$ cat src/rtl/tff_counter.sv
// tff_counter: modulo-N up/down counter built from WIDTH T-type state bits.
// The next count is computed arithmetically, then turned into a toggle vector
// (t_vec = q ^ next). Each state bit only ever toggles or holds.
module tff_counter #(
    parameter int WIDTH     = 4,
    parameter int MODULUS   = 2 ** WIDTH,
    parameter int RESET_VAL = 0
) (
    input  logic             clk,
    input  logic             rst,
    input  logic             en,
    input  logic             up,
    input  logic             load,
    input  logic [WIDTH-1:0] din,
    output logic [WIDTH-1:0] q,
    output logic [WIDTH-1:0] qb,
    output logic [WIDTH-1:0] t_vec,
    output logic             tc,
    output logic             wrap
);

    // Compare against MODULUS-1 in WIDTH bits. MODULUS itself may need
    // WIDTH+1 bits when it equals 2**WIDTH.
    localparam logic [WIDTH-1:0] MAX_VAL = WIDTH'(MODULUS - 1);
    localparam logic [WIDTH-1:0] RST_VAL = WIDTH'(RESET_VAL);
    localparam logic [WIDTH-1:0] ONE     = WIDTH'(1);

    logic [WIDTH-1:0] q_q;
    logic [WIDTH-1:0] q_d;
    logic             wrap_q;
    logic             wrap_d;
    logic             at_max;
    logic             at_min;
    logic             counting;

    // Terminal-count detection: tc flags that the coming edge wraps.
    always_comb begin
        at_max   = (q_q == MAX_VAL);
        at_min   = (q_q == '0);
        counting = en & ~load & ~rst;
        tc       = counting & (up ? at_max : at_min);
    end

    // Next-count selection with priority rst > load > en > hold.
    always_comb begin
        q_d    = q_q;
        wrap_d = 1'b0;
        if (rst) begin
            q_d = RST_VAL;
        end else if (load) begin
            // Out-of-range load values clamp to the top of the count range.
            q_d = (din > MAX_VAL) ? MAX_VAL : din;
        end else if (en) begin
            if (up) begin
                q_d = at_max ? '0 : q_q + ONE;
            end else begin
                q_d = at_min ? MAX_VAL : q_q - ONE;
            end
            wrap_d = tc;
        end
    end

    // Toggle vector: one T input per state bit.
    always_comb begin
        t_vec = q_q ^ q_d;
    end

    // T-type state bits plus the registered wrap pulse.
    always_ff @(posedge clk) begin
        if (rst) begin
            q_q    <= RST_VAL;
            wrap_q <= 1'b0;
        end else begin
            q_q    <= q_q ^ t_vec;
            wrap_q <= wrap_d;
        end
    end

    // Output drive.
    always_comb begin
        q    = q_q;
        qb   = ~q_q;
        wrap = wrap_q;
    end

endmodule

$ cat config.mk
export PLATFORM = sky130hd
export DESIGN_NAME = tff_counter
export DESIGN_NICKNAME = d
export VERILOG_FILES = /design/src/rtl/tff_counter.sv
export SDC_FILE = /design/constraint.sdc
export NUM_CORES = 1
export LEC_CHECK = 0
export ABC_AREA = 1
export BUFFER_PORTS_ARGS = -buffer_cell sky130_fd_sc_hd__buf_2
export CAP_MARGIN = 40
export CORE_AREA = 4 4 41 43
export CTS_CLUSTER_DIAMETER = 40
export DETAILED_ROUTE_END_ITERATION = 10
export DIE_AREA = 0 0 45 47
export PLACE_DENSITY = 0.74
export SYNTH_ARGS = -nofsm -noshare
export SYNTH_HDL_FRONTEND = slang
export SYNTH_SLANG_ARGS = --single-unit
$ cat constraint.sdc
create_clock -name clk -period 2.1 [get_ports clk]
set_input_delay 0.525 -clock clk [delete_from_list [all_inputs] [get_ports clk]]
set_output_delay 0.525 -clock clk [all_outputs]
set_load 0.05 [all_outputs]
* Yosys cells after proc, flatten, opt, wreduce, memory -nomap -nowiden
Cells that the tools add are included.
** Word-level totals
- Output and inout port bits :: 14
- Bits in registers :: 5
- Input bits :: 9
- Logic and storage cells :: 25
** Operators by class
- Mux-type cells :: 8
- Equality and inequality tests :: 1
- Order comparisons :: 1
- Reduce and logical (&&, ||, !) cells :: 2
- Bitwise logic cells :: 9
- Add/subtract/negate cells :: 2
** Operator list (number)
- 4-bit 2-to-1 mux :: 7
- 4-bit bitwise XOR :: 2
- 4-bit by 1-bit adder with 4-bit output, second input constant :: 1
- 4-bit == test, second input constant :: 1
- 4-bit greater-than comparator, second input constant :: 1
- 4-bit zero test :: 1
- 4-bit NOT :: 1
- 4-bit by 1-bit subtractor with 4-bit output, second input constant :: 1
- 1-bit bitwise AND :: 3
- 1-bit NOT :: 3
- 3-bit OR reduction :: 1
- 1-bit 2-to-1 mux :: 1

* Logic depth before layout (Yosys ltp)
Gate-level depths: netlist of run 1.
- Depth after elaboration :: 8
- Depth in mapped cells :: 10
- Mapped depth without buffers :: 9

* Worst setup path after synthesis of run 1
Ideal clock, no wire load.
- Path type :: register to output
- Start point :: reg q_q[0] (netlist: q[0])
- End point :: out tc
- Required time :: 1.575 ns
- Buffers on the path :: 0
- Arrival :: 3.766 ns
- Slack :: -2.191 ns
- Cell stages (with the launch flop) :: 5
- Cell sequence :: dfxtp_1 inv_1 ha_1 a21oi_2 a2111oi_0
** Between the ends
- Longest elaborated chain between the ends :: 3
- Elaborated cells between the ends (all ways) :: 4
- Those cells by class :: eq/ne (1); mux (1); bitwise (1); reduce/logical (1)
** RTL lines
- start, declared :: RTL line 28 : logic [WIDTH-1:0] q_q;
- start signal, assigned :: RTL line 74 : q_q <= q_q ^ t_vec;
- 4-bit == test or 4-bit zero test (tied branches) :: RTL line 38, 39
- 1-bit 2-to-1 mux * :: RTL line 41 : tc = counting & (up ? at_max : at_min);
- 1-bit bitwise AND * :: RTL line 41
- end, declared :: RTL line 18 : output logic tc,
Mark *: on every way between the ends. The rest lies on a longest branch, timed or not.

* Worst setup path after layout of run 1
- Start point :: reg q_q[1] (netlist: q[1])
- End point :: out t_vec[2]
** Between the ends
- Longest elaborated chain between the ends :: 7
- Elaborated cells between the ends (all ways) :: 11
- Those cells by class :: add/sub (2); eq/ne (1); mux (6); bitwise (1); reduce/logical (1)
** RTL lines
- 4-bit by 1-bit subtractor with 4-bit output, or another cell as far along :: RTL line 57 : q_d = at_min ? MAX_VAL : q_q - ONE;
- 4-bit 2-to-1 mux, on equally long branches :: RTL line 57, 55
- 4-bit 2-to-1 mux * :: RTL line 54 : if (up) begin
- 4-bit 2-to-1 mux * :: RTL line 53 : end else if (en) begin
- 4-bit 2-to-1 mux * :: RTL line 50 : end else if (load) begin
- 4-bit 2-to-1 mux * :: RTL line 48 : if (rst) begin
- 4-bit bitwise XOR * :: RTL line 65 : t_vec = q_q ^ q_d;
- end, declared :: RTL line 17 : output logic [WIDTH-1:0] t_vec,
Marks and branches as above.

==> flow_summary.toml, run 1 <==
[worst_setup_path]
cp.required_ns = 1.57
r2r_start = "q[2]"
rr_worst_depth = 4
crit_cells = 9
arrival_ns = 1.71
critPathTopFamily = "simple AND/OR/NAND/NOR gates"
slowest_stage = "dfxtp_4"
cp_cell_sequence = "clkinvlp_4, ha_4, or2_4, nand2_1, nand2_1, nand3_2, nand2_4, xor2_4, buf_6"
crit_buf_inv = 2
cp_slowest_stage_delay_ns = 0.37
cp-end-kind = "primary output"
crit_type = "flop to primary output"
crit_top_cell = "nand2_1"
cp_max_fo = 3
cp-start-kind = "flop"
critPathLaunch = "q[1]"

[yosys]
synth.top_cell.area_share_pct = 21.6
ys_types = 20
avgSynthCellArea_um2 = 6.45
synth_area_leaders = "dfxtp_1, nand2_1, nor2_1, nand3_1, inv_1"
yosysWarningCount = 0
mappedNetlistArea_um2 = 464
synth_top_cell_by_area = "dfxtp_1"
synthCells = 72
yosysSeqAreaShare_pct = 21.6
ys_ff_latch = 5
synth_nets = 83

[route]
drtAntennaViolNets = 0
drtIter0Drc = 7
vias_per_cell = 4.76
wire_per_inst_um = 12.6
drtPass1Iterations = 4
dr_total_vias = 624
routed_wl_mm = 1.65
remaining_drc_errors = 0

[final_layout]
final_layout_size_suffix_gt1_share_pct = 67.2
area_delta_synth_final_pct = 108
nets = 128
post-route-util_pct = 74.2
fin_cells = 131
n_antenna_cell = 0

[die]
fp.coreArea_um2 = 1300
die_h_um = 47
ios = 23
rows = 13
die_x_um = 45
start_util_pct = 35.7
dieArea_um2 = 2120

[sta]
setup_tns_ns = -0.490
hold_viol = 0
holdWs_ns = 0.641
min_period_ns = 2.23
setup_viol = 5
fin_crit_sh_pct = 106
setup_ws_ns = -0.132
max_clock_freq_mhz = 448
drv_slew = 0
rsz0062_at_grt = "true"
tightest_slew_ns = 0.472
skew_ns = 0.00524
relSlewSlack_pct = 67.7

[placed_design]
place_ws_ns = -0.0506
place.gp.congestion = 0.870
dpl.cell_count = 121
dp_hpwl_mm = 1.21
place.port_buffers = 22

[clock_network]
clk_latency_ns = 0.25
postCtsHoldBufs = 0
clock-root-buffer = "clkbuf_4"
path_clk_slew_ns = 0.06
cts_tree = "done"
numCtsBuffers = 3
clk_path_buf_depth = 2
htree_num_levels = 1
cts.sinks = 5

[status]
status = "complete, but fails checks"
violations = "setup timing"

[global_routing]
track_usage_pct = 18.2
grt_max_degree = 10
grt_pass1_wl_mm = 2.70
grt_pass1_vias = 642
antenna_found_initial = 0
gr-total-overflow = 0

[hold_path]
hold_path_class = "input pin to flop"
min_path_cells = 4
worstHoldStart = "rst"

[flow_run]
cap_violations = 0

[pwr]
seq_power_share_pct = 20.3
p_int_w = 0.000300
p_per_area_nw_per_um2 = 578
p_leak_nw = 0.454
p_sw_share_pct = 46.3
ir_drop_mv = 0.317
combPwrFrac_pct = 57.0
p_sw_w = 0.000259
pwr-share-clk_pct = 22.7
==> layout make-up <==
type	count	area [um^2]
Multi-Input combinational cell	55	463
Tap cell	15	18.8
Sequential cell	5	109
Timing Repair Buffer	41	300
Fill cell	102	335
Inverter	11	48.8
Clock buffer	4	26.3
==> logic make-up (layout without fill, tap and decap cells) <==
group / after synthesis / count (layout) / share of synthesized area [%]
buf+inv: 12 / 56 / 11.3
fa+ha+maj: 2 / 2 / 5.39
xor+xnor: 3 / 3 / 5.66
flops: 5 / 5 / 21.6
compound gates: 8 / 8 / 12.9
simple gates: 42 / 42 / 43.1
==> routing by layer <==
metal / wire length (um) / track usage [%] / up-vias
li1: - / - / 322
met1: 706 / 21.1 / 277
met2: 825 / 30.5 / 23
met3: 104 / 5.75 / 2
met4: 14 / 8.19 / 0
met5: 0 / 0 / -
==> stage by stage <==
step	cell area, um^2	power (W)
2_1_floorplan	578	0.000300
3_5_place_dp	793	0.000371
5_1_grt	966	0.000591
6_report	966	0.000558
3_3_place_gp	793	0.000368
4_1_cts	931	0.000544
==> power by group through the flow <==
stage	sequential [W]	combinational (W)	clock [W]
CTS	0.000113	0.000304	0.000127
global placement	0.000117	0.000251	0
detailed placement	0.000117	0.000254	0
floorplan	0.000138	0.000162	0
global route	0.000114	0.000341	0.000136
finish	0.000113	0.000318	0.000127
==> synthesized netlist by cell type <==
master and count:
nor2_1 11, inv_2 3, inv_1 8, nor2_2 1, a22oi_1 1, nand4_1 1, nand3_2 2, nand2_1 15
nand3_1 8, buf_6 1, a21oi_2 2, ha_1 2, nor2_4 1, nand2_2 2, or2_1 1, a2111oi_0 2
xor2_1 3, a21oi_1 2, a211oi_1 1, dfxtp_1 5
==> path summary, 6_finish.rpt <==
path,endpoint,slack (ns)
hold reg to reg,wrap,0.68
setup / recovery,t_vec[2],-0.13
setup reg to reg,wrap,0.59
hold / removal,q[0],0.64
==> layout by cell type, fill, tap and decap left out, types with 3 or more instances in the layout <==
cell / instances
clkbuf_4: 3
buf_4: 18
inv_2: 3
nand3_1: 6
inv_1: 6
nand3_2: 4
nor2_1: 9
buf_2: 17
nand2_1: 8
nand2_4: 3
nand2_2: 6
buf_6: 4
==> state kept, by name, summed over array words and instances (netlist names) <==
signal,count
wrap,1
q,4
==> worst reg2reg max path, cell delays in order, from the launching register on <==
cell	delay, ns
dfxtp_2	0.37
nor2_1	0.34
a21oi_4	0.11
buf_4	0.16
a2111oi_0	0.38
==> what timing repair did <==
item                       CTS  global route
resized for setup           18             7
buffers inserted             6             1
pin swaps                    5             5
setup endpoints to repair    5             5
No activity file was read; power rests on OpenSTA's default activity.
==> inputs of run 2 (changes only) <==
- PLACE_DENSITY: 0.74 -> unset
==> run 2 against run 1 <==
The run still ends with setup timing left. Global-route usage is 0.70 points lower. First-iteration DRC count grew 71%. Power grew 1.0%. Sequential power barely moved. Sequential cell count did not move. Sequential share of layout area is 0.52 points lower. Cell area increased by 6.1%. Combinational power increased by 3%. Critical path depth is 1 lower. Clock skew fell by 0.0039 ns. Via count up 6.9%. Worst setup slack worse by 0.024 ns.
==> flow_summary.toml, run 2 (synthesis gave the netlist of run 1 again) <==
[worst_setup_path]
crit_top_cell = "nor2_2"
arrival_ns = 1.73
slowest_stage = "dfxtp_4"
r2r-end = "q[3]"
cp_slowest_stage_delay_ns = 0.37
cp_cell_sequence = "clkinvlp_4, ha_4, nor2_2, nor2_2, nand2_2, a21oi_4, xor2_4, buf_6"
ff2ff_setup_slack_ns = 0.35
crit_type = "flop to primary output"
cp-start-kind = "flop"
crit_path_end = "t_vec[1]"
cp_max_fo = 3
critPathLaunch = "q[0]"
cp.required_ns = 1.57
cp-end-kind = "primary output"
r2r_start = "q[1]"
rr_worst_depth = 14

[route]
wire_per_inst_um = 12.3
drtIter0Drc = 12
routed_wl_mm = 1.70
drtPass1Iterations = 4
drtAntennaViolNets = 0
vias_per_cell = 4.83
dr_total_vias = 667
remaining_drc_errors = 0

[final_layout]
mostFrequentLayoutCells = "buf_4, buf_2, nand2_2, nor2_1"
mostFrequentLayoutCell = "buf_4"
largest_reg_flops = 4
nets = 135
final_layout_size_suffix_gt1_share_pct = 72.4
final_area_um2 = 1020
area_delta_synth_final_pct = 121
n_antenna_cell = 0

[global_routing]
use_met1_pct = 20.7
gr-usage-met2_pct = 27.4
met3_usage_pct = 3.45
track_usage_pct = 17.5
grt_pass1_vias = 588
busiest_layer = "met2"
grt_max_degree = 10
gr-total-overflow = 0
grt_pass1_wl_mm = 2.59
antenna_found_initial = 0

[clock_network]
numCtsBuffers = 3
htree_num_levels = 1
clock-root-buffer = "clkbuf_4"
cts_tree = "done"
cts.sinks = 5
clk_latency_ns = 0.26
path_clk_slew_ns = 0.05
clk_path_buf_depth = 2

[sta]
min_period_ns = 2.26
max_clock_freq_mhz = 443
drv_slew = 0
relSlewSlack_pct = 78.7
hold_viol = 0
setup_viol = 5
holdWs_ns = 0.564
setup_ws_ns = -0.156
fin_crit_sh_pct = 107
skew_ns = 0.00130
tightest_slew_ns = 0.311
rsz0062_at_grt = "true"

[placed_design]
dp_hpwl_mm = 1.12
place.port_buffers = 22
place_ws_ns = -0.0728
placed_area_um2 = 793
place.gp.congestion = 0.857

[hold_path]
worstHoldStart = "up"
hold_path_class = "input pin to flop"

[die]
ios = 23
rows = 13
fp.coreArea_um2 = 1300
die_h_um = 47
dieArea_um2 = 2120
die_x_um = 45
start_util_pct = 35.7

[pwr]
ir_drop_mv = 0.380
p_leak_nw = 0.472
p_per_area_nw_per_um2 = 550
finalPower_w = 0.000564

[status]
violations = "setup timing"
status = "complete, but fails checks"

[flow_run]
cap_violations = 0
## run 2: cell types whose count changed in the layout (fill, tap and decap cells not counted), sizes merged
cell,previous run,this run
buf,41,48
## run 2: layout make-up
type,instances,area (um^2)
multi-input combinational,55,469
timing repair buffer,48,352
tap,15,18.8
fill,104,277
sequential,5,110
clock buffer,4,26.3
inverter,11,48.8
## run 2: where the power goes
part | internal, W | switching (W)
sequential | 0.000102 | 0.0000133
combinational | 0.000132 | 0.000194
clock | 0.0000725 | 0.0000502
## run 2: routing by layer
metal | wire, um | share of wire [%]
met1 | 734 | 43
met2 | 828 | 49
met3 | 87 | 5.1
met4 | 53 | 3.1
met5 | 0 | 0
## run 2: how the worst min path moves through the flow
| stage | end | slack (ns) | cells past startpoint |
|---|---|---|---|
| floorplan | q[1] | 0.60 | 1 |
| global placement | q[0] | 0.68 | 5 |
| detailed placement | q[0] | 0.69 | 5 |
| CTS | wrap | 0.57 | 2 |
| global route | wrap | 0.59 | 2 |
| finish | wrap | 0.56 | 2 |
## run 2: what timing repair did
action / CTS / global route
hold buffers: 0 / 0
pin swaps: 9 / 9
setup buffers: 7 / 6
endpoints found under the setup margin: 5 / 5
resized for setup: 19 / 12
endpoints found under the hold margin: 0 / 0
## run 2: metrics by stage
stage	setup TNS, ns	std cells	util [%]
final	-0.629	138	78.8
after global routing	-1.08	138	78.8
after CTS	-0.393	132	72.1
after detailed placement	-0.138	121	61.0
after global placement	-0.105	121	61.0
after floorplan	-1.55	72	-
## run 2: critical path, delay by kind of cell (launching register included)
| kind | cells | cell delay [ns] |
|---|---|---|
| DFF | 1 | 0.37 |
| buffers and inverters | 2 | 0.28 |
| adders and majority gates | 1 | 0.28 |
| AOI/OAI and AO/OA | 1 | 0.21 |
| and+or+nand+nor | 3 | 0.18 |
| xor gates and xnor gates | 1 | 0.16 |
==> inputs of run 3 (changes only) <==
- CTS_BUF_LIST: unset -> sky130_fd_sc_hd__clkbuf_8
==> run 3 against run 2 <==
The flow still finishes with violations (setup timing). Final cell count shrank 1.4%. Count of clock-buffer cells in the layout shrank 1. Non-clock buffer count is 2 lower. Maximum frequency rose by 1.3%. Hold slack better by 0.034 ns. Power up 8.0%. Critical endpoint is now t_vec[3]. Critical path depth grew 5. Clock skew down 0.00055 ns. Cell area is 0.73% lower. First-iteration DRC count increased by 42%. Clock power increased by 46%.
==> flow_summary.toml, run 3 (synthesis gave the netlist of run 1 again) <==
[pwr]
p_int_w = 0.000354
seq_power_share_pct = 19.0
p_leak_nw = 0.473
combPwrFrac_pct = 51.4
ir_drop_mv = 0.379
p_sw_share_pct = 41.8
pwr-share-clk_pct = 29.6
p_per_area_nw_per_um2 = 599
p_sw_w = 0.000255
finalPower_w = 0.000609

[hold_path]
hold_path_class = "input pin to flop"

[route]
top_layer = "met4"
drtIter0Drc = 17
dr_total_vias = 646
vias_per_cell = 4.75
wl_met1_um = 644
drtAntennaViolNets = 0
met2_length_um = 753
wire_per_inst_um = 11.3
remaining_drc_errors = 0
drtPass1Iterations = 5
routed_wl_mm = 1.54
wl_met3_um = 99

[final_layout]
final_layout_size_suffix_gt1_share_pct = 67.8
n_antenna_cell = 0
mostFrequentLayoutCell = "buf_4"
nets = 133
fin_cells = 136
largest_reg_flops = 4
mostFrequentLayoutCells = "buf_4, buf_2, nand2_1, nor2_1"
area_delta_synth_final_pct = 119
post-route-util_pct = 78.2

[worst_setup_path]
cp-start-kind = "flop"
cp.required_ns = 1.57
crit_type = "flop to primary output"
arrival_ns = 1.70
cp-end-kind = "primary output"
cp_max_fo = 4

[placed_design]
dp_hpwl_mm = 1.12
place.gp.congestion = 0.857
place_ws_ns = -0.0728
dpl.cell_count = 121
place.port_buffers = 22

[global_routing]
grt_pass1_wl_mm = 2.59
track_usage_pct = 17.3
gr-total-overflow = 0
antenna_found_initial = 0
grt_pass1_vias = 580
grt_max_degree = 10

[clock_network]
path_clk_slew_ns = 0.04
clk_path_buf_depth = 2
clock-root-buffer = "clkbuf_8"
numCtsBuffers = 3
clk_latency_ns = 0.22
htree_num_levels = 1
cts.sinks = 5
cts_tree = "done"

[sta]
setup_tns_ns = -0.405
skew_ns = 0.000749
setup_ws_ns = -0.127
min_period_ns = 2.23
tightest_slew_ns = 0.314
setup_viol = 5
fin_crit_sh_pct = 106
relSlewSlack_pct = 78.5
rsz0062_at_grt = "true"
max_clock_freq_mhz = 449
hold_viol = 0
drv_slew = 0

[flow_run]
cap_violations = 0

[die]
die_h_um = 47
die_x_um = 45
rows = 13
start_util_pct = 35.7
fp.coreArea_um2 = 1300
dieArea_um2 = 2120
ios = 23

[status]
status = "complete, but fails checks"
violations = "setup timing"
run 3: worst max-delay path: stages (launching register included):
cell and delay, ns:
dfxtp_4 0.35, buf_4 0.14, buf_6 0.11, buf_6 0.12
nor2_4 0.09, nand2_1 0.06, nand2_1 0.06, nand3_2 0.08
nand3_2 0.07, nand2_2 0.06, nand2_2 0.07, nand2_2 0.06
nand2_4 0.07, buf_8 0.14
run 3: power by group through the flow:
stage | Sequential [W] | Combinational (W) | Clock, W
after floorplan | 0.000138 | 0.000162 | 0
after global placement | 0.000118 | 0.000251 | 0
after detailed placement | 0.000118 | 0.000252 | 0
after CTS | 0.000115 | 0.000298 | 0.000183
after global routing | 0.000117 | 0.000337 | 0.000189
final | 0.000116 | 0.000313 | 0.000180
run 3: routing by layer:
| layer | vias to the layer above | global-route usage [%] |
|---|---|---|
| met3 | 5 | 3.45 |
| met2 | 23 | 26.6 |
| met1 | 289 | 21.6 |
| met4 | 0 | 12.3 |
| li1 | 329 | - |
| met5 | - | 0 |
run 3: path summary, 6_finish.rpt:
path / start / endpoint / slack (ns) / cells after the start
max: q[1] / t_vec[3] / -0.13 / 13
min: up / wrap / 0.60 / 2
max reg2reg: q[1] / q[3] / 0.34 / 14
min reg2reg: q[2] / wrap / 0.76 / 3
run 3: layout make-up:
| type | instances | area (um^2) |
|---|---|---|
| Multi-Input combinational cell | 55 | 459 |
| Timing Repair Buffer | 46 | 337 |
| Fill cell | 105 | 284 |
| Sequential cell | 5 | 109 |
| Inverter | 11 | 48.8 |
| Clock buffer | 3 | 41.3 |
| Tap cell | 15 | 18.8 |
| Clock inverter | 1 | 3.75 |
run 3: stage by stage:
step                      cell area, um^2  hold slack (ns)
after floorplan                       578            0.597
after global placement                793            0.683
after detailed placement              793            0.694
after CTS                             953            0.600
after global routing                 1020            0.631
final                                1020            0.599
run 3: what timing repair did:
action                     4_1_cts  5_1_grt
gates resized for setup         18        8
hold endpoints to repair         0        0
buffers inserted                 7        4
pin swaps                        8        4
setup endpoints to repair        5        5
hold buffers                     0        0
